## src/rtl/sha256_pkg.sv

```systemverilog
// sha256_pkg: state encoding and block-layout constants shared by the SHA-256 feed sequencer.
package sha256_pkg;
   typedef enum logic [2:0] {IDLE, MSG, PAD, ZERO, LENHI, LENLO, KICK, WAIT} feed_state_t;
   localparam int SHA256_BLOCK_WORDS = 16;
   localparam logic [31:0] SHA256_PAD_WORD = 32'h80000000;
   localparam int SHA256_LEN_WORD_IDX = 14;
endpackage

```

## src/rtl/sha256_last_word_pad.sv

```systemverilog
// sha256_last_word_pad: keeps the r leading message bits of a partial last word and appends the marker bit.
module sha256_last_word_pad
   import sha256_pkg::*;
(
   input  logic [31:0] dat,
   input  logic [4:0]  r,
   output logic [31:0] word
);
   assign word = (dat & ~(32'hFFFFFFFF >> r)) | (SHA256_PAD_WORD >> r);
endmodule

```

## src/rtl/sha256_feed_ctrl.sv

```systemverilog
// sha256_feed_ctrl: pads a host message stream into 16-word SHA-256 blocks,
// writes them to the engine FIFO and starts the engine once per block.
module sha256_feed_ctrl
   import sha256_pkg::*;
#(
   parameter int FIFO_MIN_DEPTH = 16
) (
   input  logic        clk,
   input  logic        rst,
   input  logic        start_i,
   input  logic [31:0] bitlen_i,
   input  logic        msg_vld_i,
   input  logic [31:0] msg_dat_i,
   output logic        msg_rdy_o,
   output logic        fifo_wr_en_o,
   output logic [31:0] fifo_wr_dat_o,
   input  logic        fifo_full_i,
   input  logic        eng_ready_i,
   output logic        eng_start_o,
   output logic        busy_o,
   output logic        done_o,
   output logic        err_o
);
   feed_state_t state, nstate, resume, after, fill;
   logic [3:0]  wcnt;
   logic [27:0] words_left;
   logic [23:0] blk_left;
   logic [31:0] len, pad_word, wdat;
   logic        eng_start, busy, err, done, fire, last, final_blk, legal;

   if (FIFO_MIN_DEPTH < SHA256_BLOCK_WORDS) begin : g_depth_chk
      $error("FIFO_MIN_DEPTH must hold at least one full block");
   end

   sha256_last_word_pad u_pad (.dat(msg_dat_i), .r(len[4:0]), .word(pad_word));

   // after: phase following the current write, used directly or parked in resume across a KICK
   always_comb begin
      legal     = bitlen_i[2:0] == 3'd0;
      last      = words_left == 28'd1;
      final_blk = blk_left == 24'd1;
      fire      = (state inside {MSG, PAD, ZERO, LENHI, LENLO}) && !fifo_full_i && (state != MSG || msg_vld_i);
      wdat      = state == MSG ? ((last && len[4:0] != 5'd0) ? pad_word : msg_dat_i)
                : state == PAD ? SHA256_PAD_WORD
                : state == LENLO ? len : 32'd0;
      fill      = (final_blk && wcnt == 4'(SHA256_LEN_WORD_IDX - 1)) ? LENHI : ZERO;
      after     = state == MSG ? (!last ? MSG : (len[4:0] == 5'd0 ? PAD : fill))
                : state == LENHI ? LENLO : fill;
      nstate    = state;
      case (state)
         IDLE:    if (start_i && legal) nstate = bitlen_i == 32'd0 ? PAD : MSG;
         KICK:    if (eng_start && !eng_ready_i) nstate = WAIT;
         WAIT:    if (eng_ready_i) nstate = final_blk ? IDLE : resume;
         default: if (fire) nstate = wcnt == 4'(SHA256_BLOCK_WORDS - 1) ? KICK : after;
      endcase
   end

   always_ff @(posedge clk or posedge rst)
      if (rst) begin
         state      <= IDLE;
         resume     <= IDLE;
         wcnt       <= '0;
         words_left <= '0;
         blk_left   <= '0;
         len        <= '0;
         eng_start  <= 1'b0;
         busy       <= 1'b0;
         err        <= 1'b0;
         done       <= 1'b0;
      end else begin
         state     <= nstate;
         eng_start <= state == KICK && eng_ready_i;
         done      <= state == WAIT && eng_ready_i && final_blk;
         if (state == IDLE && start_i) begin
            err <= !legal;
            if (legal) begin
               busy       <= 1'b1;
               len        <= bitlen_i;
               wcnt       <= '0;
               words_left <= 28'(({1'b0, bitlen_i} + 33'd31) >> 5);
               blk_left   <= 24'(({1'b0, bitlen_i} + 33'd64) >> 9) + 24'd1;
            end
         end
         if (fire) begin
            wcnt <= wcnt + 4'd1;
            if (state == MSG) words_left <= words_left - 28'd1;
            if (wcnt == 4'(SHA256_BLOCK_WORDS - 1)) resume <= after;
         end
         if (state == WAIT && eng_ready_i) begin
            if (final_blk) busy <= 1'b0;
            else blk_left <= blk_left - 24'd1;
         end
      end

   assign msg_rdy_o     = state == MSG && !fifo_full_i;
   assign fifo_wr_en_o  = fire;
   assign fifo_wr_dat_o = fire ? wdat : 32'd0;
   assign eng_start_o   = eng_start;
   assign busy_o        = busy;
   assign done_o        = done;
   assign err_o         = err;
endmodule

```

## config.mk

```make
export PLATFORM = sky130hd
export DESIGN_NAME = sha256_feed_ctrl
export DESIGN_NICKNAME = d
export VERILOG_FILES = /design/src/rtl/sha256_pkg.sv /design/src/rtl/sha256_last_word_pad.sv /design/src/rtl/sha256_feed_ctrl.sv
export SDC_FILE = /design/constraint.sdc
export NUM_CORES = 1
export LEC_CHECK = 0
export BUFFER_PORTS_ARGS = -buffer_cell sky130_fd_sc_hd__buf_2
export CAP_MARGIN = 10
export CELL_PAD_IN_SITES_DETAIL_PLACEMENT = 0
export CELL_PAD_IN_SITES_GLOBAL_PLACEMENT = 2
export CORE_ASPECT_RATIO = 0.6
export CORE_MARGIN = 3
export CORE_UTILIZATION = 30
export DETAILED_ROUTE_END_ITERATION = 12
export PLACE_DENSITY_LB_ADDON = 0.1
export SKIP_CTS_REPAIR_TIMING = 1
export SYNTH_ARGS = -nofsm -noshare
export SYNTH_HDL_FRONTEND = slang
export SYNTH_SLANG_ARGS = --single-unit
```

## constraint.sdc

```tcl
create_clock -name clk -period 2.7 [get_ports clk]
set_input_delay 0.135 -clock clk [delete_from_list [all_inputs] [get_ports clk]]
set_output_delay 0.135 -clock clk [all_outputs]
set_load 0.05 [all_outputs]
```

* Word level (Yosys, flattened, before mapping) *
Cells that the tools add are included.

storage, ports and cells
  flip-flop bits (word level) = 98
  output and inout bits = 38
  input port bits = 70

operators by class
  equal/unequal tests = 15
  $add $sub $neg = 6
  reductions and logical operators = 28
  bitwise logic cells = 3
  shifts and indexed selects = 2
  multiplexer cells = 33

operators with widths
  operator                                            number
  two-way mux 32 bit                                  5
  two-way mux 28 bit                                  4
  two-way mux 24 bit                                  4
  right shift 32 x 5 -> 32 bit, first input constant  2
  adder 32 x 5 -> 33 bit, second input constant       1
  adder 32 x 7 -> 33 bit, second input constant       1
  two-way mux 3 bit                                   11
  bitwise AND 32 bit                                  1
  zero test 32 bit                                    1
  NOT 32 bit                                          1
  bitwise OR 32 bit                                   1
  == test 28 x 1 -> 1 bit, second input constant      1
  subtractor 28 x 1 -> 28 bit, second input constant  1
  adder 24 x 1 -> 24 bit, second input constant       1
  == test 24 x 1 -> 1 bit, second input constant      1
  subtractor 24 x 1 -> 24 bit, second input constant  1
  == test 3 bit, second input constant                4
  two-way mux 4 bit                                   3
  logical AND 1 bit                                   11
  nonzero test 5 bit                                  2
  case mux 3 bit (3 select lines)                     1
  == test 4 bit, second input constant                2
  == test 3 x 2 -> 1 bit, second input constant       2
  zero test 3 bit                                     2
  other kinds (13)                                    23

* Depth between registers and ports, before layout *
  word-level depth = 9
  gate-level depth with buffers = 11

* By module *
Synthesis repeated with hierarchy kept, for this count alone.

second synthesis, totals
  cells, all modules = 1139
  area total of the unflattened synthesis = 7935.1 um2

by module, submodules not included
  module                times used  cells each  area an instance (um2)  sequential area each (um2)
  sha256_feed_ctrl      1           1025        7358.3                  2452.4
  sha256_last_word_pad  1           114         576.8                   0.0

* Least setup slack after synthesis *
No wires, ideal clock.

  kind = register to output
  start = reg words_left[13]
  end = out fifo_wr_dat_o[17]
  slack = -737 ps
  arrival time = 3302 ps
  path buffers = 1
  cell stages (with the launch flop) = 9
  cell sequence = dfrtp_1 nor3_1 nand4_1 nor4b_2 nand2_1 clkbuf_1 nor2_1 nor2_1 o31ai_1

on the way
  cells in the longest elaborated chain, start to end = 5

ends and longest elaborated chain
  element                          RTL line                RTL
  from (decl)                      sha256_feed_ctrl.sv:26  logic [27:0] words_left;
  from (signal assigned)           sha256_feed_ctrl.sv:80  words_left <= 28'(({1'b0, bitlen_i} + 33'd31) >> 5);
  from (signal assigned)           sha256_feed_ctrl.sv:86  if (state == MSG) words_left <= words_left - 28'd1;
  == test 28 x 1 -> 1 bit          sha256_feed_ctrl.sv:40  last = words_left == 28'd1;
  logical AND 1 bit                sha256_feed_ctrl.sv:43  wdat = state == MSG ? ((last && len[4:0] != 5'd0) ? pad_word : msg_dat_i)
  two-way mux 32 bit (2 in a row)  sha256_feed_ctrl.sv:43
  two-way mux 32 bit               sha256_feed_ctrl.sv:97  assign fifo_wr_dat_o = fire ? wdat : 32'd0;
  to (decl)                        sha256_feed_ctrl.sv:16  output logic [31:0] fifo_wr_dat_o,

No other way between the ends.

* Final worst setup path *
  start = reg words_left[4]
  end = out fifo_wr_dat_o[20]

The elaborated chain is that of the path after synthesis.

==> results.yml <==
placement:
  routabilityCongestion: 0.860
  io_buffers: 107
  dp.cells: 1529
  dp_hpwl_um: 25800
  dpl_cell_area_um2: 9520
worst_setup_path:
  worstReg2RegStart: "blk_left[13]$_DFF_PP0_"
  startpoint_type: "flip-flop"
  crit_buf_inv: 5
  path_max_fanout: 14
  worst-setup-path-type: "reg -> out"
  r2r-end: "blk_left[21]$_DFF_PP0_"
  critPathMaxStageDelay_ns: 0.40
  cp_slowest_cell: "dfrtp_1"
  path_cells: "nor3_2, buf_4, nand4b_1, buf_6, buf_6, nor4b_4, nand2_2, buf_12, o31ai_4, a221oi_2, nor2_2, buf_6"
  ff2ff_path_depth: 6
  crit_arrival_ns: 2.70
  regToRegSetupSlack_ns: 0.12
  cpMostUsedCell: "buf_6"
  required_ns: 2.57
  critPathTopFamily: "simple AND/OR/NAND/NOR gates"
  endpoint_kind: "output port"
hold_path:
  hold_depth: 3
  worstHoldPathType: "in -> reg"
  worstHoldStart: "bitlen_i[4]"
  whs_endpoint: "len[4]$_DFFE_PP0P_"
power_and_ir_drop:
  switching_share_pct: 46.0
  power_density_nw_per_um2: 727
  ir_drop_uv: 364
  p_switching_mw: 3.45
  p_comb_share_pct: 52.2
  power.internal_mw: 4.05
  power.leakage_nw: 4.41
  pwr-share-clk_pct: 18.4
  pwr-share-seq_pct: 29.4
sta:
  max_freq_mhz: 353
  setup_viol: 23
  fin_ws_ns: -0.132
  worst_pin_slew_ns: 0.673
  slew_violations: 0
  period_share_pct: 105
  hold_viol: 1
  fin_crit_ns: 2.83
  whs_ns: -0.00897
  maxSlewHeadroom_pct: 55.0
  rsz0062_at_grt: "yes"
  fin_worst_skew_ns: 0.0110
synth:
  synthArstFlopShare_pct: 100
  synth_flop_cell: "dfrtp_1"
  yosys-top-cells-area: "dfrtp_1 32%, nand2_1 8.2%, a21oi_1 5.5%, nor2_1 5.3%, o21ai_0 5.0%"
  synth.avg_cell_area_um2: 7.42
  yosysWarnings: 0
  syn_inst: 1023
  yosysMostFrequentCell: "nand2_1"
  synth_edf_count: 0
  seq_area_frac_synth_pct: 32.3
  syn-num-nets: 1100
  syn-cell-area_um2: 7590
  yosys-top-cells-count: "166 x nand2_1, 108 x nor2_1, 98 x dfrtp_1"
  synth_top_area_cell: "dfrtp_1"
  yosysUniqueCellTypes: 74
  synth_top_area_share_pct: 32.3
  synth-seq-cells: 98
global_routing:
  grt_start_max_net_pins: 51
  grt_antenna_before_repair: 0
  grt_pass1_wl_um: 49900
  overflow: 0
  grt_pass1_vias: 8097
  track_usage_pct: 24.1
clock_tree:
  cts_tree: "built"
  root_buffer: "clkbuf_16"
  clockBufferDepth: 2
  clk_latency_ns: 0.38
  clk_pin_slew_ns: 0.07
  cts.sinks: 98
  tritoncts.num_buffers: 9
  htreeDepth: 3
drt:
  ant_nets: 0
  drtIter0Drc: 888
  wl_um: 32900
  drcViolationCount: 0
  viasPerCell: 5.56
  via_count: 8646
  drt-pass1-iter-count: 5
  wl_per_cell_um: 21.2
floorplan:
  core_area_um2: 24500
  die-height_um: 129
  die_x_um: 211
  die-area_um2: 27300
  io_pins: 108
  start_util_pct: 31.0
  row_count: 44
layout:
  multi_input_area_um2: 5090
  syn_to_final_growth_pct: 35.9
  nNetsFinal: 1306
  layout-drive-gt1-share_pct: 29.9
  final_cells: 1554
  insertedDiodeCount: 0
  seq_area_um2: 2450
  fin_area_um2: 10300
  fill_cells: 2591
run_status:
  violations: "negative hold slack, negative setup slack"
  status: "finished, violations left"
run:
  maxCapViolCount: 0
==> layer usage <==
layer  vias up  GRT usage [%]  part of all wire, %
met2       292           30.8                   37
met5         -              0                    0
li1       4140              -                    -
met4         0           4.13                 0.93
met1      4196           40.4                   55
met3        18           4.94                  7.2
==> flip-flops by register name, summed over array words and instances (netlist names) <==
name	count
state	3
done_o	1
eng_start_o	1
resume	3
words_left	28
wcnt	4
busy_o	1
blk_left	24
len	32
err_o	1
==> worst max path at each step <==
stage,end,slack [ns],from,depth (start not counted)
after global routing,fifo_wr_dat_o[29],-0.27,words_left[4]$_DFF_PP0_,12
final,fifo_wr_dat_o[20],-0.13,words_left[4]$_DFF_PP0_,12
after floorplan,fifo_wr_dat_o[17],-0.22,words_left[13]$_DFF_PP0_,8
after CTS,fifo_wr_dat_o[20],-0.38,words_left[3]$_DFF_PP0_,11
after detailed placement,blk_left[22]$_DFF_PP0_,-0.12,bitlen_i[9],8
after global placement,blk_left[22]$_DFF_PP0_,-0.05,bitlen_i[9],8
==> cell usage in the layout (no fill, tap or decap), types with 5 or more instances in the layout <==
master,instances
a21oi_2,11
nor3_2,7
o21ai_2,5
dfrtp_1,96
and3_1,11
o22ai_1,12
and4_1,5
o21ai_0,69
o21a_1,7
buf_2,78
nand4_1,20
nor4b_1,5
xor2_1,21
nor2_2,5
nand2_1,162
xnor2_1,30
nor4_1,22
or2_2,6
or4_1,9
nor2_1,101
buf_4,152
a21oi_1,72
or3_1,10
o31ai_2,7
inv_1,15
buf_6,30
ha_1,7
a211oi_1,11
clkbuf_16,9
o31ai_1,15
buf_12,6
nand3_1,42
nor3_1,30
o211ai_1,6
a221oi_1,10
a31oi_1,12
and2_1,10
==> stage by stage <==
step                      total power [mW]  utilization (%)  TNS (ns)  worst slack (ns)
final                                 7.50             42.1     -1.33            -0.132
after global routing                  7.94             42.1     -5.00            -0.272
after CTS                             7.28             40.1     -8.68            -0.383
after detailed placement              5.87             38.9    -0.363            -0.118
after global placement                5.88             38.9    -0.118           -0.0531
after floorplan                       4.42                -    -0.387            -0.217
==> final cells by class <==
class | instances | area share, %
Sequential cell | 98 | 23.8
Clock buffer | 11 | 2.45
Tap cell | 322 | 3.91
Multi-Input combinational cell | 836 | 49.4
Timing Repair Buffer | 268 | 19.5
Clock inverter | 3 | 0.388
Inverter | 16 | 0.607
==> worst register-to-register path: stages, from the launching register on <==
cell and delay [ns]:
dfrtp_1 0.41, or3_1 0.38, or4_1 0.47, or4_1 0.61
o31a_1 0.27, o22ai_1 0.21, o31ai_2 0.09
==> kinds of logic (layout without fill, tap and decap cells) <==
logic type,Yosys count,after routing,synth area share [%]
flip-flops,98,98,32.3
AND/OR/NAND/NOR,493,493,31.9
adder cells (fa/ha/maj),7,7,1.15
multiplexers,4,4,0.561
AO/OA/AOI/OAI,280,280,22.9
buffers and inverters,89,298,5.06
XOR/XNOR,52,52,6.10
==> power by group through the flow <==
stage / logic (mW) / registers, mW / clock network (mW)
floorplan: 2.23 / 2.19 / 0
global placement: 3.66 / 2.22 / 0
detailed placement: 3.65 / 2.22 / 0
CTS: 3.67 / 2.19 / 1.42
global route: 4.21 / 2.27 / 1.46
finish: 3.91 / 2.20 / 1.38
(Power assumes the default switching activity.)
